<file path="config.mk">
export PLATFORM = sky130hd
export DESIGN_NAME = funct_generator_sequencer
export DESIGN_NICKNAME = d
export VERILOG_FILES = /design/src/rtl/funct_generator_sequencer.sv
export SDC_FILE = /design/constraint.sdc
export NUM_CORES = 1
export LEC_CHECK = 0
export ABC_AREA = 1
export BUFFER_PORTS_ARGS = -buffer_cell sky130_fd_sc_hd__buf_2
export CAP_MARGIN = 20
export CORE_MARGIN = 2
export CORE_UTILIZATION = 32
export DETAILED_ROUTE_END_ITERATION = 7
export HOLD_SLACK_MARGIN = 0.05
export SLEW_MARGIN = 15
export SYNTH_ARGS = -nofsm -noshare
export SYNTH_HDL_FRONTEND = slang
export SYNTH_SLANG_ARGS = --single-unit
</file>
<file path="constraint.sdc">
create_clock -name clk -period 2.25 [get_ports clk]
set_clock_uncertainty 0.05 [all_clocks]
set_input_delay 0.45 -clock clk [delete_from_list [all_inputs] [get_ports clk]]
set_output_delay 0.45 -clock clk [all_outputs]
set_load 0.02 [all_outputs]
</file>
<file path="src/rtl/funct_generator_sequencer.sv">
// funct_generator_sequencer: burst command controller for funct_generator.
// Configures, runs, pauses and counts generator samples; reports done/error.
module funct_generator_sequencer #(
    parameter int INT_BITS    = 4,
    parameter int LEN_WIDTH   = 16,
    parameter int CONF_CYCLES = 2
) (
    input  logic                 clk,
    input  logic                 rst,
    input  logic                 cmd_valid_i,
    output logic                 cmd_ready_o,
    input  logic [1:0]           cmd_sel_i,
    input  logic [INT_BITS-1:0]  cmd_amp_i,
    input  logic [LEN_WIDTH-1:0] cmd_len_i,
    input  logic                 abort_i,
    input  logic                 fifo_afull_i,
    input  logic                 gen_wr_en_i,
    output logic                 gen_en_low_o,
    output logic                 gen_conf_o,
    output logic [INT_BITS-1:0]  gen_amp_o,
    output logic [1:0]           gen_sel_o,
    output logic                 busy_o,
    output logic                 done_o,
    output logic                 err_o,
    output logic [LEN_WIDTH-1:0] sample_cnt_o
);

    localparam int CW = (CONF_CYCLES > 1) ? $clog2(CONF_CYCLES) : 1;
    localparam logic [CW-1:0] CONF_LAST = CW'(CONF_CYCLES - 1);
    localparam logic [INT_BITS-1:0] AMP_MIN = {1'b1, {(INT_BITS-1){1'b0}}};

    typedef enum logic [2:0] {
        S_IDLE,
        S_CONFIG,
        S_RUN,
        S_PAUSE,
        S_DONE
    } state_t;

    state_t               r_state;
    state_t               w_state_nxt;
    logic [CW-1:0]        r_conf_cnt;
    logic [CW-1:0]        w_conf_cnt_nxt;
    logic [LEN_WIDTH-1:0] r_len;
    logic [LEN_WIDTH-1:0] w_len_nxt;
    logic [LEN_WIDTH-1:0] r_cnt;
    logic [LEN_WIDTH-1:0] w_cnt_nxt;
    logic [INT_BITS-1:0]  r_amp;
    logic [INT_BITS-1:0]  w_amp_nxt;
    logic [1:0]           r_sel;
    logic [1:0]           w_sel_nxt;
    logic                 w_err_nxt;

    logic                 r_ready;
    logic                 r_en_low;
    logic                 r_conf;
    logic                 r_busy;
    logic                 r_done;
    logic                 r_err;

    logic                 w_accept;
    logic                 w_amp_bad;
    logic                 w_counting;
    logic                 w_last;
    logic [LEN_WIDTH-1:0] w_len_m1;

    assign w_accept   = cmd_valid_i && r_ready;
    assign w_amp_bad  = (cmd_amp_i == '0) || (cmd_amp_i == AMP_MIN);
    assign w_counting = gen_wr_en_i &&
                        ((r_state == S_RUN) || (r_state == S_PAUSE));
    assign w_len_m1   = r_len - LEN_WIDTH'(1);
    assign w_last     = w_counting && (r_cnt == w_len_m1);

    // State register with synchronous active-low reset
    always_ff @(posedge clk) begin
        if (!rst) begin
            r_state    <= S_IDLE;
            r_conf_cnt <= '0;
            r_len      <= '0;
            r_cnt      <= '0;
            r_amp      <= INT_BITS'(1);
            r_sel      <= '0;
        end else begin
            r_state    <= w_state_nxt;
            r_conf_cnt <= w_conf_cnt_nxt;
            r_len      <= w_len_nxt;
            r_cnt      <= w_cnt_nxt;
            r_amp      <= w_amp_nxt;
            r_sel      <= w_sel_nxt;
        end
    end

    // Next-state, command latch and saturating sample counter
    always_comb begin
        w_state_nxt    = r_state;
        w_conf_cnt_nxt = r_conf_cnt;
        w_len_nxt      = r_len;
        w_cnt_nxt      = r_cnt;
        w_amp_nxt      = r_amp;
        w_sel_nxt      = r_sel;
        w_err_nxt      = 1'b0;

        // an abort freezes the count at its current value
        if (w_counting && !abort_i && (r_cnt != '1)) begin
            w_cnt_nxt = r_cnt + LEN_WIDTH'(1);
        end

        case (r_state)
            S_IDLE: begin
                if (w_accept) begin
                    w_amp_nxt = cmd_amp_i;
                    w_sel_nxt = cmd_sel_i;
                    w_len_nxt = cmd_len_i;
                    w_cnt_nxt = '0;
                    if (w_amp_bad) begin
                        w_err_nxt = 1'b1;
                    end else if (cmd_len_i == '0) begin
                        w_state_nxt = S_DONE;
                    end else begin
                        w_state_nxt    = S_CONFIG;
                        w_conf_cnt_nxt = '0;
                    end
                end
            end
            S_CONFIG: begin
                if (abort_i) begin
                    w_state_nxt = S_IDLE;
                    w_err_nxt   = 1'b1;
                end else if (r_conf_cnt == CONF_LAST) begin
                    w_state_nxt = S_RUN;
                end else begin
                    w_conf_cnt_nxt = r_conf_cnt + CW'(1);
                end
            end
            S_RUN: begin
                if (abort_i) begin
                    w_state_nxt = S_IDLE;
                    w_err_nxt   = 1'b1;
                end else if (w_last) begin
                    w_state_nxt = S_DONE;
                end else if (fifo_afull_i) begin
                    w_state_nxt = S_PAUSE;
                end
            end
            S_PAUSE: begin
                if (abort_i) begin
                    w_state_nxt = S_IDLE;
                    w_err_nxt   = 1'b1;
                end else if (w_last) begin
                    w_state_nxt = S_DONE;
                end else if (!fifo_afull_i) begin
                    w_state_nxt = S_RUN;
                end
            end
            S_DONE: begin
                w_state_nxt = S_IDLE;
            end
            default: begin
                w_state_nxt = S_IDLE;
            end
        endcase
    end

    // Registered outputs derived from the upcoming state
    always_ff @(posedge clk) begin
        if (!rst) begin
            r_ready  <= 1'b1;
            r_en_low <= 1'b1;
            r_conf   <= 1'b0;
            r_busy   <= 1'b0;
            r_done   <= 1'b0;
            r_err    <= 1'b0;
        end else begin
            r_ready  <= (w_state_nxt == S_IDLE);
            r_en_low <= (w_state_nxt != S_RUN);
            r_conf   <= (w_state_nxt == S_CONFIG);
            r_busy   <= (w_state_nxt == S_CONFIG) ||
                        (w_state_nxt == S_RUN) ||
                        (w_state_nxt == S_PAUSE);
            r_done   <= (r_state == S_DONE);
            r_err    <= w_err_nxt;
        end
    end

    assign cmd_ready_o  = r_ready;
    assign gen_en_low_o = r_en_low;
    assign gen_conf_o   = r_conf;
    assign gen_amp_o    = r_amp;
    assign gen_sel_o    = r_sel;
    assign busy_o       = r_busy;
    assign done_o       = r_done;
    assign err_o        = r_err;
    assign sample_cnt_o = r_cnt;

endmodule
</file>
==> reports/results.md, run 1 <==
### Logic synthesis
- 443 — post-synthesis net count
- 0 — EDFF count, synth
- 2740 um2 — synthesized area
- nand2_1 — most frequent cell after synthesis
- 0% — Async S/R FF share, synth
- 413 — Syn Inst Count
- 48 — register bit total from synthesis
- 35.1% — proportion of synthesized chip area in sequential cells
- 6.63 um2 — mean instance size in the synthesized netlist
- dfxtp_1 — prevailing post-synth register cell
- 33 — Distinct cells, synth
- dfxtp_1, nand2_1, nor2_1 — ranking of synthesized cells by area
- 0 — Synth warnings
- dfxtp_1 — cell taking the most area after synthesis
- 35.1% — post-synth top area share
- nand2_1, nor2_1, dfxtp_1 — Commonest cells post-synth

### Setup path
- r_len[1] — startpoint of the worst register-to-register path
- 2260 ps — arrival time at the worst endpoint
- simple AND/OR/NAND/NOR gates — Largest delay share family, worst path
- cmd_ready_o — reg2reg end
- 180 ps — worst-case register-to-register setup slack
- 17 — R2R cell count
- 2 — Buf+Inv Stages, Crit Path
- flop to flop — WS Path Type
- inv_1, ha_1, inv_1, nand2_1, nand2_1, nand2_1, nor2_1, nand2_1, nor2_2, nand3_2, nor2_4, nand2_1, nand3_2, nand2_1, nand2_2, nand2_2, nor2_2 — Critical Path, Cell by Cell
- flop — endpoint class of the critical path
- dfxtp_1 — CP max-delay cell
- nand2_1 — library cell appearing most often on the critical path
- flop — sort of element at the start of the critical path
- 2 — critical-path maximum fanout
- 350 ps — Largest stage delay, worst path
- 2450 ps — data required time of the critical path

### Drt
- 4 — router iterations before antenna repair
- 2,705 — via total after detailed routing
- 11.9 um — average detailed-routed wire length per instance
- 0 — Post-DRT Antenna Nets
- 166 — detailed router's first-iteration violation count
- 4.70 — detailed-route vias per instance
- 6.87 mm — Post-Route WL
- 0 — DRC violation count after routing

### Placed design
- 5.49 mm — placed wire-length estimate after detailed placement
- 568 — placed insts
- 168 ps — Setup WS pre-CTS
- 0.894 — global placement routability congestion
- 55 — count of input and output buffers

### Final layout
- 500 — number of nets in the layout
- 575 — Non-Filler Instances
- 39.1% — utilization after layout
- 22.3% — share of post-route cells with drive strength above 1
- 18.0% — Area Growth Syn to Fin
- 938 — count of filler cells inserted in the layout
- 0 — ant diodes

### Global route
- 0 — overall overflow remaining after global route
- 15.5% — global-route usage over all layers
- 11.3 mm — wire length of the first global-routing pass
- 0 — number of antenna violations at the first check in global routing
- 19 — maximum number of pins on one net before global-route repair
- 2,510 — via count of the first global-routing pass

### Floorplanning
- 9320 um2 — Die Outline Area
- 8260 um2 — standard cell core area
- 33.2% — initial core utilization
- 33 — number of placement rows
- 96.5 um — die boundary width
- 56 — # IOs
- 96.5 um — Chip Height

### Clocking
- yes — TritonCTS clock tree
- 90 ps — clock-pin slew reported for the worst setup and hold paths after clock tree synthesis
- clkbuf_8 — cell at the root of the clock tree
- 5 — cts bufs inserted
- 2 — clock buffer depth
- 0 — number of post-CTS setup repair buffers
- 300 ps — worst-skew pair later-pin latency
- 48 — number of sinks driven by the clock tree
- 2 — number of H-tree branching levels

### STA
- 0 ps — setup_tns
- 0 — endpoints failing setup
- 0 — number of hold violations in the final report
- 91.9% — post-route fraction of the period consumed by the critical path
- 321 ps — worst hold slack
- 0 — max-slew violation count
- 2070 ps — Tmin final
- 484 MHz — maximum operating frequency
- 516 ps — transition time at the pin with the least slew margin
- 182 ps — Final Worst Setup Slack
- 65.5% — slew margin rel.
- no — unrepaired setup endpoints after global routing

### Hold path
- 3 — worst hold path depth
- cmd_amp_i[3] — min-delay src
- input pin to flop — Tightest Hold Check Type
- gen_amp_o[3] — end point of the most critical hold path

### Status
- complete, no violations — run status

### Power and ir drop
- 398 uV — VDD IR-drop max
- 595 nW/um2 — power per standard cell area
- 1.48 nW — Leak Pwr

### Flow run
- 0 — max-cap viol count

==> tightest hold or removal path, stage by stage <==
cell and delay, ps:
buf_2 70, nor2_1 40, nor2_1 80
==> registers in the layout, indices dropped and copies added (netlist names) <==
signal        count
r_conf_cnt        1
sample_cnt_o     16
done_o            1
r_state           3
r_len            16
busy_o            1
gen_sel_o         2
gen_en_low_o      1
gen_conf_o        1
cmd_ready_o       1
gen_amp_o         4
err_o             1
==> per-layer routing <==
metal  wire (um)  global-route usage, %  share of wire [%]
met1        3250                   21.0                 47
met2        3090                   25.8                 45
met3         503                   3.34                7.3
met4          20                   2.46               0.29
met5           0                      0                  0
==> worst max path at each step <==
stage                               start          endpoint  slack, ps  cells after the start
after floorplan           sample_cnt_o[0]  sample_cnt_o[14]        430                     11
after global placement           r_len[0]       cmd_ready_o        180                     17
after detailed placement         r_len[0]       cmd_ready_o        170                     17
after CTS                        r_len[0]       cmd_ready_o        130                     17
after global routing             r_len[0]       cmd_ready_o       0.06                     17
final                            r_len[1]       cmd_ready_o        180                     17
==> through the flow <==
stage / cell area (um2) / total power, W
2_1_floorplan: 2740 / 0.00130
3_3_place_gp: 3140 / 0.00142
3_5_place_dp: 3140 / 0.00143
4_1_cts: 3220 / 0.00194
5_1_grt: 3230 / 0.00205
6_report: 3230 / 0.00192
==> logic make-up after synthesis <==
group / share of synthesized area [%]
AOI/OAI and AO/OA: 8.22
xor gates and xnor gates: 7.54
buffers and inverters: 8.13
and+or+nand+nor: 40.1
adders and majority gates: 0.914
DFF: 35.1
==> cell type report <==
class	count	area, um2	area share (%)
Multi-Input combinational cell	308	1560	48.3
Sequential cell	48	963	29.8
Timing Repair Buffer	61	320	9.91
Inverter	46	174	5.38
Tap cell	105	131	4.07
Clock buffer	5	68.8	2.13
Clock inverter	2	12.5	0.387
==> cell usage in the layout (no fill, tap or decap), drive strengths merged, types with 2 or more instances in the layout <==
cell | synthesis | layout
nor4 | 6 | 6
buf | 3 | 61
nand3b | 5 | 5
a211oi | 3 | 3
nand4 | 3 | 3
ha | 2 | 2
xor2 | 14 | 14
clkinv | 3 | 4
clkbuf | 8 | 5
nor2 | 80 | 80
xnor2 | 7 | 7
and2 | 3 | 3
nand2 | 110 | 110
dfxtp | 48 | 48
nor3 | 13 | 13
nand3 | 20 | 20
o21ai | 24 | 24
a21oi | 15 | 15
inv | 43 | 43
==> report_power, final <==
group	switching [W]	total [W]	internal (W)
Sequential	0.0000438	0.000942	0.000898
Combinational	0.000298	0.000470	0.000172
Clock	0.000297	0.000508	0.000211
==> timing repair <==
action,in CTS,in global routing
resized for setup,0,3
hold buffers,0,0
endpoints found under the setup margin,0,5
Power figures use the tool's default switching activity.
==> run 2: changes to the inputs <==
- CORE_ASPECT_RATIO: default -> 0.5
==> run 2 against run 1 <==
Largest cell class unchanged; combinational power increased by 0.9%; non-clock buffer count increased by 1; sequential share of layout area decreased by 1.0 points.
==> reports/results.md, run 2 (same netlist as run 1, synthesis figures left out) <==
### Setup path
- cmd_ready_o — reg2reg end, unchanged
- 240 ps — worst-case register-to-register setup slack, was 180 ps
- flop — sort of element at the start of the critical path, unchanged
- flop — endpoint class of the critical path, unchanged
- simple AND/OR/NAND/NOR gates — Largest delay share family, worst path, unchanged
- r_len[0] — startpoint of the worst register-to-register path, was r_len[1]
- 2 — Buf+Inv Stages, Crit Path, unchanged
- 17 — R2R cell count, unchanged
- 350 ps — Largest stage delay, worst path, about the same
- nand2_1 — library cell appearing most often on the critical path, unchanged
- r_len[0] — start point of the critical path, was r_len[1]
- inv_2, ha_1, inv_1, nand2_1, nand2_1, nand2_1, nor2_1, nand2_1, nor2_2, nand3_2, nor2_2, nand2_1, nand2_1, nand2_1, nand2_1, nand2_2, nor2_2 — Critical Path, Cell by Cell, was inv_1, ha_1, inv_1, nand2_1, nand2_1, nand2_1, nor2_1, nand2_1, nor2_2, nand3_2, nor2_4, nand2_1, nand3_2, nand2_1, nand2_2, nand2_2, nor2_2
- 4 — critical-path maximum fanout, was 2
- 2440 ps — data required time of the critical path, was 2450 ps
- 2190 ps — arrival time at the worst endpoint, was 2260 ps
- dfxtp_1 — CP max-delay cell, unchanged
- 17 — CP Depth, unchanged
- cmd_ready_o — capture point of the worst path, unchanged
- flop to flop — WS Path Type, unchanged

### Clocking
- 2 — number of H-tree branching levels, unchanged
- 0 — hold buffer count at CTS, unchanged
- 0 — number of post-CTS setup repair buffers, unchanged
- 48 — number of sinks driven by the clock tree, unchanged
- 290 ps — worst-skew pair later-pin latency, was 300 ps
- yes — TritonCTS clock tree, unchanged
- 2 — clock buffer depth, unchanged
- 60 ps — clock-pin slew reported for the worst setup and hold paths after clock tree synthesis, was 90 ps
- 0 — CTS resizes, unchanged
- 5 — cts bufs inserted, unchanged
- clkbuf_16 — cell at the root of the clock tree, was clkbuf_8

### Final layout
- 875 — count of filler cells inserted in the layout, was 938
- nand2_1, nor2_1, buf_2, dfxtp_1, inv_1 — highest-count cells in the layout ignoring fill and taps, unchanged
- nand2_1 — leading cell type in the layout, fill and taps excluded, unchanged
- 0 — ant diodes, unchanged
- 501 — number of nets in the layout, was 500
- 22.2% — share of post-route cells with drive strength above 1, was 22.3%
- 21.8% — Area Growth Syn to Fin, was 18.0%

### Placed design
- 0.851 — global placement routability congestion, was 0.894
- 55 — count of input and output buffers, unchanged
- 246 ps — Setup WS pre-CTS, was 168 ps
- 5.47 mm — placed wire-length estimate after detailed placement, was 5.49 mm

### STA
- 62.9% — slew margin rel., was 65.5%
- 498 MHz — maximum operating frequency, was 484 MHz
- 243 ps — Final Worst Setup Slack, was 182 ps
- 2010 ps — Tmin final, was 2070 ps
- 0 — endpoints failing setup, unchanged
- 0 — number of hold violations in the final report, unchanged
- 89.2% — post-route fraction of the period consumed by the critical path, was 91.9%
- 0 — max-slew violation count, unchanged
- no — unrepaired setup endpoints after global routing, unchanged
- 0 ps — setup_tns, unchanged
- 556 ps — transition time at the pin with the least slew margin, was 516 ps

### Hold path
- 3 — worst hold path depth, unchanged
- input pin to flop — Tightest Hold Check Type, unchanged

### Floorplanning
- 135 um — die boundary width, was 96.5 um
- 23 — number of placement rows, was 33
- 8140 um2 — standard cell core area, was 8260 um2
- 69.4 um — Chip Height, was 96.5 um
- 33.6% — initial core utilization, was 33.2%
- 9360 um2 — Die Outline Area, was 9320 um2
- 56 — # IOs, unchanged

### Global route
- 11.4 mm — wire length of the first global-routing pass, was 11.3 mm
- 20 — maximum number of pins on one net before global-route repair, was 19
- 2,434 — via count of the first global-routing pass, was 2,510
- 0 — number of antenna violations at the first check in global routing, unchanged
- 0 — overall overflow remaining after global route, unchanged
- 15.3% — global-route usage over all layers, was 15.5%

### Drt
- 2,662 — via total after detailed routing, was 2,705
- 0 — DRC violation count after routing, unchanged
- 6.90 mm — Post-Route WL, was 6.87 mm
- 11.8 um — average detailed-routed wire length per instance, was 11.9 um
- 4.56 — detailed-route vias per instance, was 4.70
- 0 — Post-DRT Antenna Nets, unchanged
- 4 — router iterations before antenna repair, unchanged
- 121 — detailed router's first-iteration violation count, was 166

### Power and ir drop
- 321 uV — VDD IR-drop max, was 398 uV
- 1.53 nW — Leak Pwr, was 1.48 nW
- 690 nW/um2 — power per standard cell area, was 595 nW/um2

### Status
- complete, no violations — run status, unchanged

### Flow run
- 0 — max-cap viol count, unchanged

## run 2: changes by cell type in the layout (fill, tap and decap cells not counted), sizes merged
cell	previous run	this run
buf	61	62
bufinv	0	1
clkbuf	5	6
clkinvlp	1	0
## run 2: where the power goes
| part | total, W | switching (W) | internal (W) | leakage (nW) |
|---|---|---|---|---|
| registers | 0.000941 | 0.0000426 | 0.000899 | 0.393 |
| logic | 0.000474 | 0.000301 | 0.000172 | 1.05 |
| clock network | 0.000888 | 0.000331 | 0.000557 | 0.0871 |
## run 2: how the worst min path moves through the flow
stage,to,from,slack [ps]
global placement,gen_amp_o[0],gen_amp_o[0],390
global route,gen_sel_o[0],cmd_sel_i[0],340
floorplan,r_len[1],r_len[1],410
CTS,gen_sel_o[0],cmd_sel_i[0],320
finish,gen_sel_o[0],cmd_sel_i[0],320
detailed placement,gen_amp_o[0],gen_amp_o[0],390
## run 2: per-layer routing
layer | routed length [um] | vias up | GRT usage [%]
met4 | 69 | 0 | 4.91
li1 | - | 1422 | -
met1 | 3580 | 1184 | 21.4
met3 | 322 | 6 | 3.29
met5 | 0 | - | 0
met2 | 2920 | 50 | 23.2
## run 2: final cells by class
type / count / area (um2) / area share, %
multi-input combinational: 308 / 1560 / 46.6
sequential: 48 / 961 / 28.8
timing repair buffer: 62 / 328 / 9.83
clock buffer: 6 / 139 / 4.16
clock inverter: 2 / 38.8 / 1.16
tap: 112 / 140 / 4.20
inverter: 46 / 174 / 5.21
## run 2: worst reg2reg max path, stage by stage, from the launching register on
cell	delay, ps
dfxtp_1	350
inv_2	70
ha_1	310
inv_1	60
nand2_1	40
nand2_1	90
nand2_1	60
nor2_1	80
nand2_1	60
nor2_2	130
nand3_2	80
nor2_2	120
nand2_1	90
nand2_1	70
nand2_1	50
nand2_1	90
nand2_2	70
nor2_2	70
## run 2: through the flow
| step | cell area [um2] | utilization [%] | hold WS, ps | total power [W] | instances |
|---|---|---|---|---|---|
| after CTS | 3340 | 41.0 | 320 | 0.00233 | 584 |
| after detailed placement | 3160 | 38.8 | 393 | 0.00143 | 576 |
| final | 3340 | 41.0 | 325 | 0.00230 | 584 |
| after floorplan | 2740 | - | 408 | 0.00130 | 413 |
| after global routing | 3340 | 41.0 | 342 | 0.00243 | 584 |
| after global placement | 3160 | 38.8 | 388 | 0.00143 | 576 |
